`config.mk`:
```
export PLATFORM = sky130hd
export DESIGN_NAME = imm_encoder_writer_flat
export DESIGN_NICKNAME = d
export VERILOG_FILES = /design/src/rtl/imm_encoder_writer_pkg.sv /design/src/rtl/imm_encoder_writer_if.sv /design/src/rtl/imm_encoder_writer_imm_pack.sv /design/src/rtl/imm_encoder_writer.sv /design/src/flat_wrapper.sv
export SDC_FILE = /design/constraint.sdc
export NUM_CORES = 1
export LEC_CHECK = 0
export BUFFER_PORTS_ARGS = -buffer_cell sky130_fd_sc_hd__buf_2
export CORE_ASPECT_RATIO = 1.25
export CORE_MARGIN = 10
export CORE_UTILIZATION = 50
export CTS_CLUSTER_SIZE = 12
export DETAILED_ROUTE_END_ITERATION = 8
export HOLD_SLACK_MARGIN = 0.08
export PLACE_DENSITY = 0.9
export SETUP_SLACK_MARGIN = 0.2
export SYNTH_ARGS = -nofsm -noshare
export SYNTH_HDL_FRONTEND = slang
export SYNTH_HIERARCHICAL = 1
export SYNTH_SLANG_ARGS = --single-unit
```
`constraint.sdc`:
```
create_clock -name clk -period 3.95 [get_ports clk]
set_input_delay 0.79 -clock clk [delete_from_list [all_inputs] [get_ports clk]]
set_output_delay 0.79 -clock clk [all_outputs]
set_load 0.01 [all_outputs]
```
`src/rtl/imm_encoder_writer_pkg.sv`:
```
// Shared types for the immediate extender/encoder pair.
// Immediate format codes, FSM states and instruction field positions.
package imm_encoder_writer_pkg;

  typedef enum logic [2:0] {
    IMM_I = 3'b000,
    IMM_S = 3'b001,
    IMM_B = 3'b010,
    IMM_J = 3'b011,
    IMM_U = 3'b100
  } immsrc_t;

  typedef enum logic [1:0] {
    ST_IDLE  = 2'd0,
    ST_READY = 2'd1,
    ST_HOLD  = 2'd2
  } state_t;

  localparam int OPC_LSB = 0;
  localparam int RD_LSB  = 7;
  localparam int F3_LSB  = 12;
  localparam int RS1_LSB = 15;
  localparam int RS2_LSB = 20;
  localparam int F7_LSB  = 25;

endpackage

```
`src/rtl/imm_encoder_writer_if.sv`:
```
// Request/write bundle of the immediate encoder-writer.
// master = program loader side, slave = encoder-writer side.
interface imm_encoder_writer_if #(
  parameter int XLEN = 32,
  parameter int AW   = 10
);

  logic            start;
  logic [AW-1:0]   base_addr;
  logic            in_valid;
  logic            in_ready;
  logic [2:0]      in_immsrc;
  logic [XLEN-1:0] in_imm;
  logic [31:0]     in_instr;
  logic            wr_en;
  logic            wr_ready;
  logic [AW-1:0]   wr_addr;
  logic [31:0]     wr_data;
  logic            err;
  logic [7:0]      err_count;
  logic            busy;

  modport master (
    output start, base_addr,
    output in_valid, in_immsrc,
    output in_imm, in_instr,
    output wr_ready,
    input  in_ready, wr_en,
    input  wr_addr, wr_data,
    input  err, err_count, busy
  );

  modport slave (
    input  start, base_addr,
    input  in_valid, in_immsrc,
    input  in_imm, in_instr,
    input  wr_ready,
    output in_ready, wr_en,
    output wr_addr, wr_data,
    output err, err_count, busy
  );

endinterface

```
`src/rtl/imm_encoder_writer_imm_pack.sv`:
```
// Combinational packer: places an immediate into a template.
// Ports: immsrc_i, imm_i, instr_i in; instr_o, legal_o out.
module imm_pack
  import imm_encoder_writer_pkg::*;
#(
  parameter int XLEN = 32
) (
  input  logic [2:0]      immsrc_i,
  input  logic [XLEN-1:0] imm_i,
  input  logic [31:0]     instr_i,
  output logic [31:0]     instr_o,
  output logic            legal_o
);

  logic signed [XLEN-1:0] simm;
  logic [XLEN-1:0] up11;
  logic [XLEN-1:0] up12;
  logic [XLEN-1:0] up20;
  logic [XLEN-1:0] up31;
  logic ok11, ok12, ok20, ok31;

  // An arithmetic shift by n leaves all ones/zeros
  // exactly when imm[XLEN-1:n] are all equal.
  assign simm = imm_i;
  assign up11 = simm >>> 11;
  assign up12 = simm >>> 12;
  assign up20 = simm >>> 20;
  assign up31 = simm >>> 31;
  assign ok11 = (up11 == '0) || (up11 == '1);
  assign ok12 = (up12 == '0) || (up12 == '1);
  assign ok20 = (up20 == '0) || (up20 == '1);
  assign ok31 = (up31 == '0) || (up31 == '1);

  always_comb begin
    instr_o = instr_i;
    legal_o = 1'b0;
    case (immsrc_i)
      IMM_I: begin
        instr_o = {imm_i[11:0],
                   instr_i[RS2_LSB-1:0]};
        legal_o = ok11;
      end
      IMM_S: begin
        instr_o = {imm_i[11:5],
                   instr_i[F7_LSB-1:RD_LSB+5],
                   imm_i[4:0],
                   instr_i[RD_LSB-1:OPC_LSB]};
        legal_o = ok11;
      end
      IMM_B: begin
        instr_o = {imm_i[12], imm_i[10:5],
                   instr_i[F7_LSB-1:RD_LSB+5],
                   imm_i[4:1], imm_i[11],
                   instr_i[RD_LSB-1:OPC_LSB]};
        legal_o = ok12 && !imm_i[0];
      end
      IMM_J: begin
        instr_o = {imm_i[20], imm_i[10:1],
                   imm_i[11], imm_i[19:12],
                   instr_i[F3_LSB-1:OPC_LSB]};
        legal_o = ok20 && !imm_i[0];
      end
      IMM_U: begin
        instr_o = {imm_i[31:12],
                   instr_i[F3_LSB-1:OPC_LSB]};
        legal_o = (imm_i[11:0] == 12'd0) && ok31;
      end
      default: begin
        instr_o = instr_i;
        legal_o = 1'b0;
      end
    endcase
  end

  logic unused_ok;
  assign unused_ok = ^{RS1_LSB};

endmodule

```
`src/rtl/imm_encoder_writer.sv`:
```
// Encodes immediates into templates and streams them to imem.
// Ports: clk, reset, bus (request in, write port, error status).
module imm_encoder_writer
  import imm_encoder_writer_pkg::*;
#(
  parameter int XLEN = 32,
  parameter int AW   = 10
) (
  input logic             clk,
  input logic             reset,
  imm_encoder_writer_if.slave bus
);

  state_t          state_q, state_d;
  logic [AW-1:0]   addr_q, addr_d;
  logic [31:0]     data_q, data_d;
  logic            err_q, err_d;
  logic [7:0]      cnt_q, cnt_d;

  logic [31:0]     pk_data;
  logic            pk_legal;
  logic            accept;
  logic            wdone;
  logic            rdy;

  imm_pack #(.XLEN(XLEN)) u_pack (
    .immsrc_i (bus.in_immsrc),
    .imm_i    (bus.in_imm),
    .instr_i  (bus.in_instr),
    .instr_o  (pk_data),
    .legal_o  (pk_legal)
  );

  assign rdy    = (state_q == ST_READY) && !bus.start;
  assign accept = rdy && bus.in_valid;
  assign wdone  = (state_q == ST_HOLD) && bus.wr_ready;

  always_ff @(posedge clk) begin
    if (reset) state_q <= ST_IDLE;
    else       state_q <= state_d;
  end

  always_comb begin
    state_d = state_q;
    if (bus.start) begin
      state_d = ST_READY;
    end else begin
      unique case (state_q)
        ST_IDLE:  state_d = ST_IDLE;
        ST_READY: if (accept && pk_legal)
                    state_d = ST_HOLD;
        ST_HOLD:  if (bus.wr_ready)
                    state_d = ST_READY;
        default:  state_d = ST_IDLE;
      endcase
    end
  end

  always_comb begin
    bus.in_ready = rdy;
    bus.wr_en    = (state_q == ST_HOLD);
    bus.busy     = (state_q == ST_HOLD);
  end

  always_comb begin
    addr_d = addr_q;
    data_d = data_q;
    err_d  = err_q;
    cnt_d  = cnt_q;
    if (bus.start) begin
      addr_d = bus.base_addr;
      err_d  = 1'b0;
      cnt_d  = 8'd0;
    end else begin
      if (accept && pk_legal)
        data_d = pk_data;
      if (accept && !pk_legal) begin
        err_d = 1'b1;
        if (cnt_q != 8'hFF)
          cnt_d = cnt_q + 8'd1;
      end
      // Address wraps naturally at 2**AW.
      if (wdone)
        addr_d = addr_q + 1'b1;
    end
  end

  always_ff @(posedge clk) begin
    if (reset) begin
      addr_q <= '0;
      data_q <= '0;
      err_q  <= 1'b0;
      cnt_q  <= 8'd0;
    end else begin
      addr_q <= addr_d;
      data_q <= data_d;
      err_q  <= err_d;
      cnt_q  <= cnt_d;
    end
  end

  assign bus.wr_addr   = addr_q;
  assign bus.wr_data   = data_q;
  assign bus.err       = err_q;
  assign bus.err_count = cnt_q;

endmodule

```
`src/flat_wrapper.sv`:
```
// flat-port wrapper written by rule: the top's interface ports become plain ports
module imm_encoder_writer_flat import imm_encoder_writer_pkg::*;
#(
  parameter int XLEN = 32,
  parameter int AW   = 10
)
  (clk, reset, bus_start, bus_base_addr, bus_in_valid, bus_in_immsrc, bus_in_imm, bus_in_instr, bus_wr_ready, bus_in_ready, bus_wr_en, bus_wr_addr, bus_wr_data, bus_err, bus_err_count, bus_busy);
  imm_encoder_writer_if #(.XLEN(XLEN), .AW(AW)) bus_i ();
  input logic clk;
  input logic reset;
  input wire logic [$bits(bus_i.start)-1:0] bus_start;
  input wire logic [$bits(bus_i.base_addr)-1:0] bus_base_addr;
  input wire logic [$bits(bus_i.in_valid)-1:0] bus_in_valid;
  input wire logic [$bits(bus_i.in_immsrc)-1:0] bus_in_immsrc;
  input wire logic [$bits(bus_i.in_imm)-1:0] bus_in_imm;
  input wire logic [$bits(bus_i.in_instr)-1:0] bus_in_instr;
  input wire logic [$bits(bus_i.wr_ready)-1:0] bus_wr_ready;
  output wire logic [$bits(bus_i.in_ready)-1:0] bus_in_ready;
  output wire logic [$bits(bus_i.wr_en)-1:0] bus_wr_en;
  output wire logic [$bits(bus_i.wr_addr)-1:0] bus_wr_addr;
  output wire logic [$bits(bus_i.wr_data)-1:0] bus_wr_data;
  output wire logic [$bits(bus_i.err)-1:0] bus_err;
  output wire logic [$bits(bus_i.err_count)-1:0] bus_err_count;
  output wire logic [$bits(bus_i.busy)-1:0] bus_busy;
  assign bus_i.start = bus_start;
  assign bus_i.base_addr = bus_base_addr;
  assign bus_i.in_valid = bus_in_valid;
  assign bus_i.in_immsrc = bus_in_immsrc;
  assign bus_i.in_imm = bus_in_imm;
  assign bus_i.in_instr = bus_in_instr;
  assign bus_i.wr_ready = bus_wr_ready;
  assign bus_in_ready = bus_i.in_ready;
  assign bus_wr_en = bus_i.wr_en;
  assign bus_wr_addr = bus_i.wr_addr;
  assign bus_wr_data = bus_i.wr_data;
  assign bus_err = bus_i.err;
  assign bus_err_count = bus_i.err_count;
  assign bus_busy = bus_i.busy;
  imm_encoder_writer #(.XLEN(XLEN), .AW(AW)) u_core (.clk(clk), .reset(reset), .bus(bus_i));
endmodule
```
## Word level (Yosys, flattened, before mapping)

Cells that the tools add are included.

- Register bits: 53
- Bits in latches: 0
- RAM bits: 0
- ROM bits: 0
- Input bits: 82
- Output and inout port bits: 54
- Word-level logic and storage cells: 60
- Memories: 0

- Add/subtract/negate cells: 2
- $mul: 0
- Div/mod/pow operators: 0
- Magnitude comparators: 0
- Equal/unequal tests: 15
- Shifts and indexed selects: 0
- Muxes and demuxes: 8
- Bitwise gates (word level): 1
- Reductions and logical operators: 28

Operator list:

| cell | number |
|---|---|
| case mux 32 bit (5 select lines) | 1 |
| == test 32 bit, second input constant | 4 |
| zero test 32 bit | 4 |
| two-way mux 10 bit | 2 |
| zero test 12 bit | 1 |
| adder 10 x 1 -> 10 bit, second input constant | 1 |
| adder 8 x 1 -> 8 bit, second input constant | 1 |
| logical AND 1 bit | 8 |
| inequality test 8 bit, second input constant | 1 |
| AND reduction 2 bit | 4 |
| == test 3 x 2 -> 1 bit, second input constant | 2 |
| inequality test 3 bit, second input constant | 2 |
| logical OR 1 bit | 4 |
| two-way mux 2 bit | 2 |
| inequality test 2 bit, second input constant | 2 |
| case mux 1 bit (4 select lines) | 1 |
| case mux 2 bit (2 select lines) | 1 |
| OR reduction 2 bit | 2 |
| == test 3 x 1 -> 1 bit, second input constant | 1 |
| == test 3 bit, second input constant | 1 |
| zero test 1 bit | 3 |
| zero test 3 bit | 1 |
| == test 2 x 1 -> 1 bit, second input constant | 1 |
| == test 2 bit, second input constant | 1 |
| other kinds (3) | 3 |

## Longest topological paths before layout

- Depth in word-level cells: 8
- Mapped depth: 10
- Gate-level depth less buffers: 8

## Cells and area by module

The synthesis kept the hierarchy.

By module, submodules not included:

| module | instances | cells an instance | area each (um^2) | sequential area each (um^2) |
|---|---|---|---|---|
| imm_encoder_writer | 1 | 268 | 2185.8 | 1061.0 |
| imm_pack | 1 | 142 | 999.7 | 0.0 |

## Worst setup path before layout

No wires, ideal clock.

- Path type: input to register
- Start: input port bus_in_imm[17]
- End: register u_core.data_q[0], in the netlist u_core/bus.wr_data[0]
- Setup time: 0.070 ns
- Arrival time: 2.696 ns
- Data required time: 3.880 ns
- Path slack: 1.184 ns
- Stages: 9
- Buffers on the path: 1
- Cell sequence: or4_4 -> nor4_4 -> a221oi_2 -> a211oi_2 -> inv_1 -> nor2_1 -> clkbuf_1 -> nand2_1 -> a21oi_1

- Word-level cells in the longest chain between the ends: 6
- Elaborated cells between the ends (all ways): 10
- Those cells by class: eq/ne: 2; mux: 1; reduce/logical: 7

RTL lines:

| item | RTL line | source |
|---|---|---|
| start: declaration | flat_wrapper.sv:15 | `input wire logic [$bits(bus_i.in_imm)-1:0] bus_in_imm;` |
| == test 32 bit or zero test 32 bit (tied branches) | imm_encoder_writer_imm_pack.sv:30 | `assign ok12 = (up12 == '0) \|\| (up12 == '1);` |
| logical OR 1 bit | imm_encoder_writer_imm_pack.sv:30 |  |
| logical AND 1 bit | imm_encoder_writer_imm_pack.sv:55 | `legal_o = ok12 && !imm_i[0];` |
| case mux 1 bit (4 select lines) * | imm_encoder_writer_imm_pack.sv:37 | `case (immsrc_i)` |
| named net u_core.pk_legal | imm_encoder_writer.sv:21 | `logic pk_legal;` |
| logical AND 1 bit * | imm_encoder_writer.sv:75 | `if (accept && pk_legal)` |
| AND reduction 2 bit (no line) * | -- |  |
| end signal: assignment | imm_encoder_writer.sv:96 | `data_q <= data_d;` |
| end: declaration | imm_encoder_writer.sv:16 | `logic [31:0] data_q, data_d;` |

Mark *: on every way through the listed nets, which the timed path passes. The rest lies on a longest branch.
A chain may end at the register's enable or synchronous reset.

## Worst setup path after layout

- Start: input port bus_in_imm[17]
- End: register u_core.data_q[29], in the netlist u_core/bus.wr_data[29]

The elaborated chain is that of the path after synthesis.

==> flow_summary.html <==
<table>
<tr><th>Metric</th><th>Value</th></tr>
<tr><th colspan="2">Setup path</th></tr>
<tr><td>CP Capture Type</td><td>register</td></tr>
<tr><td>Arrival time worst endpoint</td><td>3.03 ns</td></tr>
<tr><td>Maximum fanout along the worst path</td><td>32</td></tr>
<tr><td>Data required time at the worst endpoint</td><td>4.19 ns</td></tr>
<tr><td>Path type of the worst setup path</td><td>input pin to register</td></tr>
<tr><td>Crit path launch type</td><td>input pin</td></tr>
<tr><th colspan="2">Clock network</th></tr>
<tr><td>TritonCTS sink count</td><td>53</td></tr>
<tr><td>CTS tree</td><td>built</td></tr>
<tr><td>Cell at the root of the clock tree</td><td>sky130_fd_sc_hd__clkbuf_8</td></tr>
<tr><td>Setup bufs post-CTS</td><td>0</td></tr>
<tr><td>Resized cells post-CTS</td><td>0</td></tr>
<tr><td>Insertion delay to the later sink of the worst-skew pair</td><td>0.31 ns</td></tr>
<tr><td>Bufs on Longest Clock Path</td><td>2</td></tr>
<tr><td>Clock slew at reported path FFs</td><td>0.11 ns</td></tr>
<tr><td>Post-CTS Hold Buffers</td><td>0</td></tr>
<tr><td>Number of clock buffers inserted by TritonCTS</td><td>5</td></tr>
<tr><td>Total number of H-tree levels</td><td>2</td></tr>
<tr><th colspan="2">Detailed routing</th></tr>
<tr><td>Post-detailed-route DRC marker count</td><td>0</td></tr>
<tr><td>Via density</td><td>5.77</td></tr>
<tr><td>WL final</td><td>just over 10000 um</td></tr>
<tr><td>Residual antenna-violating net count after detailed routing</td><td>0</td></tr>
<tr><td>Count of vias placed by the detailed router</td><td>3497</td></tr>
<tr><td>Wire per inst</td><td>16.9 um</td></tr>
<tr><td>Number of detailed-route iterations in the first pass</td><td>5</td></tr>
<tr><td>Detailed router's first-iteration violation count</td><td>230</td></tr>
<tr><th colspan="2">Logic synthesis</th></tr>
<tr><td>Share of synthesized flip-flops with an asynchronous set or reset</td><td>0%</td></tr>
<tr><td>Syn nets</td><td>a little under 500</td></tr>
<tr><td>Count of flip-flops with a built-in enable after synthesis</td><td>0</td></tr>
<tr><td>Sequential area share after synthesis</td><td>between 30% and 40%</td></tr>
<tr><td>Gate count after technology mapping</td><td>410</td></tr>
<tr><td>Cell types occupying the most area after synthesis</td><td>sky130_fd_sc_hd__dfxtp_1, sky130_fd_sc_hd__nand2_1, sky130_fd_sc_hd__a21oi_1</td></tr>
<tr><td>Post-synthesis cell type with the largest combined area</td><td>sky130_fd_sc_hd__dfxtp_1</td></tr>
<tr><td>Synth unique cells</td><td>56</td></tr>
<tr><td>Mean instance size in the synthesized netlist</td><td>7.77 um2</td></tr>
<tr><td>Most used flip-flop cell after synthesis</td><td>sky130_fd_sc_hd__dfxtp_1</td></tr>
<tr><td>Synthesis Warnings</td><td>6</td></tr>
<tr><td>Number of storage elements in the synthesis netlist</td><td>53</td></tr>
<tr><td>Share of the synthesized area in the top cell type</td><td>33.3%</td></tr>
<tr><td>Synthesized area</td><td>3190 um2</td></tr>
<tr><th colspan="2">Global route</th></tr>
<tr><td>Overall routing resource usage</td><td>19.2%</td></tr>
<tr><td>Global-route track usage on met2</td><td>approximately 34%</td></tr>
<tr><td>Wire length of the first global-routing pass</td><td>between 15000 and 20000 um</td></tr>
<tr><td>GR Util met3</td><td>~6.2%</td></tr>
<tr><td>Busiest layer in global routing</td><td>met2</td></tr>
<tr><td>Global-route track usage on met1</td><td>approximately a fifth</td></tr>
<tr><td>Initial antenna violation count</td><td>0</td></tr>
<tr><td>Pin count of the biggest net entering global routing</td><td>50</td></tr>
<tr><td>Vias in the first global route</td><td>3347</td></tr>
<tr><td>Overflow left after global routing</td><td>0</td></tr>
<tr><th colspan="2">Timing</th></tr>
<tr><td>Worst relative slew slack</td><td>26.7%</td></tr>
<tr><td>Slew at the pin closest to its max-slew limit</td><td>1.10 ns</td></tr>
<tr><td>Setup repair after global routing missed its margin</td><td>no</td></tr>
<tr><td>Final setup fails</td><td>0</td></tr>
<tr><td>Tmin final</td><td>about 2.8 ns</td></tr>
<tr><td>Worst hold slack across all endpoints</td><td>between 0.4 and 0.5 ns</td></tr>
<tr><td>Post-route setup TNS</td><td>0 ns</td></tr>
<tr><td>Final setup skew</td><td>0.00948 ns</td></tr>
<tr><td>Max Transition Viols Final</td><td>0</td></tr>
<tr><td>Number of endpoints with negative hold slack in the final report</td><td>0</td></tr>
<tr><td>Highest clock frequency the design can meet</td><td>358 MHz</td></tr>
<tr><td>Ratio of final minimum period to clock period</td><td>70.6%</td></tr>
<tr><th colspan="2">Power</th></tr>
<tr><td>Power Density</td><td>277 nW/um2</td></tr>
<tr><td>Worst vdd ir</td><td>222 uV</td></tr>
<tr><td>Leakage power</td><td>0.00162 uW</td></tr>
<tr><th colspan="2">Layout</th></tr>
<tr><td>Area grow syn2layout</td><td>22.2%</td></tr>
<tr><td>Register area</td><td>1060 um2</td></tr>
<tr><td>Fraction of final layout cells with drive strength greater than 1</td><td>31.9%</td></tr>
<tr><td>Number of nets at the end of the flow</td><td>about 600</td></tr>
<tr><td>Area of combinational cells with multiple inputs</td><td>roughly 1900 um2</td></tr>
<tr><td>Leading cell types in the layout, fill and taps excluded</td><td>sky130_fd_sc_hd__buf_2, sky130_fd_sc_hd__nand2_1, sky130_fd_sc_hd__dfxtp_1</td></tr>
<tr><td># diodes</td><td>0</td></tr>
<tr><td>Share of the core filled with cells in the final layout</td><td>63.1%</td></tr>
<tr><td>Layout fillers</td><td>a little under 600</td></tr>
<tr><td>Commonest non-fill, non-tap cell in the layout</td><td>sky130_fd_sc_hd__buf_2</td></tr>
<tr><th colspan="2">Floorplanning</th></tr>
<tr><td>Horiz. Die Dim</td><td>91.4 um</td></tr>
<tr><td>Area of the die</td><td>around 10000 um2</td></tr>
<tr><td>Number of primary I/O pins</td><td>approximately 140</td></tr>
<tr><td>Initial core utilization</td><td>51.7%</td></tr>
<tr><td>Row count</td><td>32</td></tr>
<tr><td>Core Footprint</td><td>6170 um2</td></tr>
<tr><td>Die Span Y</td><td>109 um</td></tr>
<tr><th colspan="2">Place</th></tr>
<tr><td>Final Wtd Congestion</td><td>0.897</td></tr>
<tr><td>DP Wirelength</td><td>7840 um</td></tr>
<tr><td>Buffers added on ports</td><td>135</td></tr>
<tr><th colspan="2">Job</th></tr>
<tr><td>Reported max-cap violation count</td><td>0</td></tr>
<tr><th colspan="2">Hold path</th></tr>
<tr><td>Class of the most critical hold timing path</td><td>register to register</td></tr>
<tr><th colspan="2">Outcome</th></tr>
<tr><td>Run status</td><td>completed</td></tr>
</table>
==> power breakdown <==
group / leakage [uW] / internal (uW) / total [uW] / switching [uW]
sequential: 0.000430 / 543 / 554 / 11.3
clock: 0.0000423 / 129 / 326 / 197
combinational: 0.00115 / 89.0 / 198 / 109
==> layer usage <==
metal	share of wire [%]	wire length, um
met4	2.2	223
met1	39	4010
met2	49	5080
met5	0	0
met3	9.4	964
==> critical path, cell delays in order <==
cell and delay, ns:
sky130_fd_sc_hd__buf_2 0.13, sky130_fd_sc_hd__or4_4 0.55, sky130_fd_sc_hd__nor4_4 0.26, sky130_fd_sc_hd__a221oi_2 0.10, sky130_fd_sc_hd__a211oi_2 0.39, sky130_fd_sc_hd__inv_1 0.13, sky130_fd_sc_hd__nor2_2 0.11, sky130_fd_sc_hd__buf_4 0.32
sky130_fd_sc_hd__nand2_1 0.09, sky130_fd_sc_hd__a21oi_1 0.15
==> sequential cells by signal, indices dropped and copies added (netlist names) <==
name / flops
u_core/bus.err: 1
u_core/bus.err_count: 8
u_core/bus.wr_addr: 10
u_core/bus.wr_data: 32
u_core/state_q: 2
==> synthesized netlist by cell type (2+ instances only) <==
library cell / n
sky130_fd_sc_hd__nand4_1: 8
sky130_fd_sc_hd__o21ai_0: 5
sky130_fd_sc_hd__a22o_1: 14
sky130_fd_sc_hd__xnor2_1: 5
sky130_fd_sc_hd__nor4_1: 8
sky130_fd_sc_hd__a22oi_1: 13
sky130_fd_sc_hd__nor2b_1: 5
sky130_fd_sc_hd__and4_1: 3
sky130_fd_sc_hd__a221o_1: 4
sky130_fd_sc_hd__nor3_1: 3
sky130_fd_sc_hd__buf_2: 6
sky130_fd_sc_hd__o21bai_1: 2
sky130_fd_sc_hd__or3_1: 5
sky130_fd_sc_hd__mux2i_1: 6
sky130_fd_sc_hd__mux2_2: 5
sky130_fd_sc_hd__a211oi_1: 7
sky130_fd_sc_hd__nand3_1: 8
sky130_fd_sc_hd__or4_1: 5
sky130_fd_sc_hd__xor2_1: 2
sky130_fd_sc_hd__buf_4: 10
sky130_fd_sc_hd__a311oi_1: 3
sky130_fd_sc_hd__buf_6: 3
sky130_fd_sc_hd__nand3b_1: 8
sky130_fd_sc_hd__a31oi_1: 3
sky130_fd_sc_hd__clkbuf_1: 16
sky130_fd_sc_hd__a221oi_1: 2
sky130_fd_sc_hd__o31ai_1: 4
sky130_fd_sc_hd__nand2_1: 86
sky130_fd_sc_hd__ha_1: 2
sky130_fd_sc_hd__inv_1: 8
sky130_fd_sc_hd__a21oi_1: 51
sky130_fd_sc_hd__a22o_2: 2
sky130_fd_sc_hd__nor2_1: 23
sky130_fd_sc_hd__dfxtp_1: 53
==> cell type report <==
class	instances	area share, %
multi-input cells	313	48.7
clock buffers	5	1.77
inverters	8	0.771
repair buffers	139	18.1
well taps	85	2.73
clock inverters	3	0.675
flip-flops and latches	53	27.3
==> path summary, 6_finish.rpt <==
path,from,cells after the start,to,slack [ns]
worst max-delay path,bus_in_imm[17],10,u_core/bus.wr_data[29]$_SDFFE_PP0P_,1.16
worst min-delay path,u_core/bus.wr_data[19]$_SDFFE_PP0P_,2,u_core/bus.wr_data[19]$_SDFFE_PP0P_,0.46
worst max register to register,u_core/bus.err_count[0]$_SDFFE_PP0P_,5,u_core/bus.err_count[5]$_SDFFE_PP0P_,2.00
worst min register to register,u_core/bus.wr_data[19]$_SDFFE_PP0P_,2,u_core/bus.wr_data[19]$_SDFFE_PP0P_,0.46
==> metrics by stage <==
step	area, um2	power [uW]	cells	setup WS, ns
after CTS	3890	1090	606	1.15
final	3890	1080	606	1.16
after global routing	3890	1130	606	1.02
after detailed placement	3800	761	598	0.836
after floorplan	3190	682	410	1.18
after global placement	3800	755	598	0.937
==> kinds of logic (layout without fill, tap and decap cells) <==
family          after synthesis  after routing  synth area share [%]
simple gates                177            177                  28.5
compound gates              116            116                  24.5
flops                        53             53                  33.3
buf+inv                      44            155                  7.31
mux                          11             11                  3.65
xor+xnor                      7              7                  1.92
fa+ha+maj                     2              2                 0.785
No activity file was read; power rests on OpenSTA's default activity.
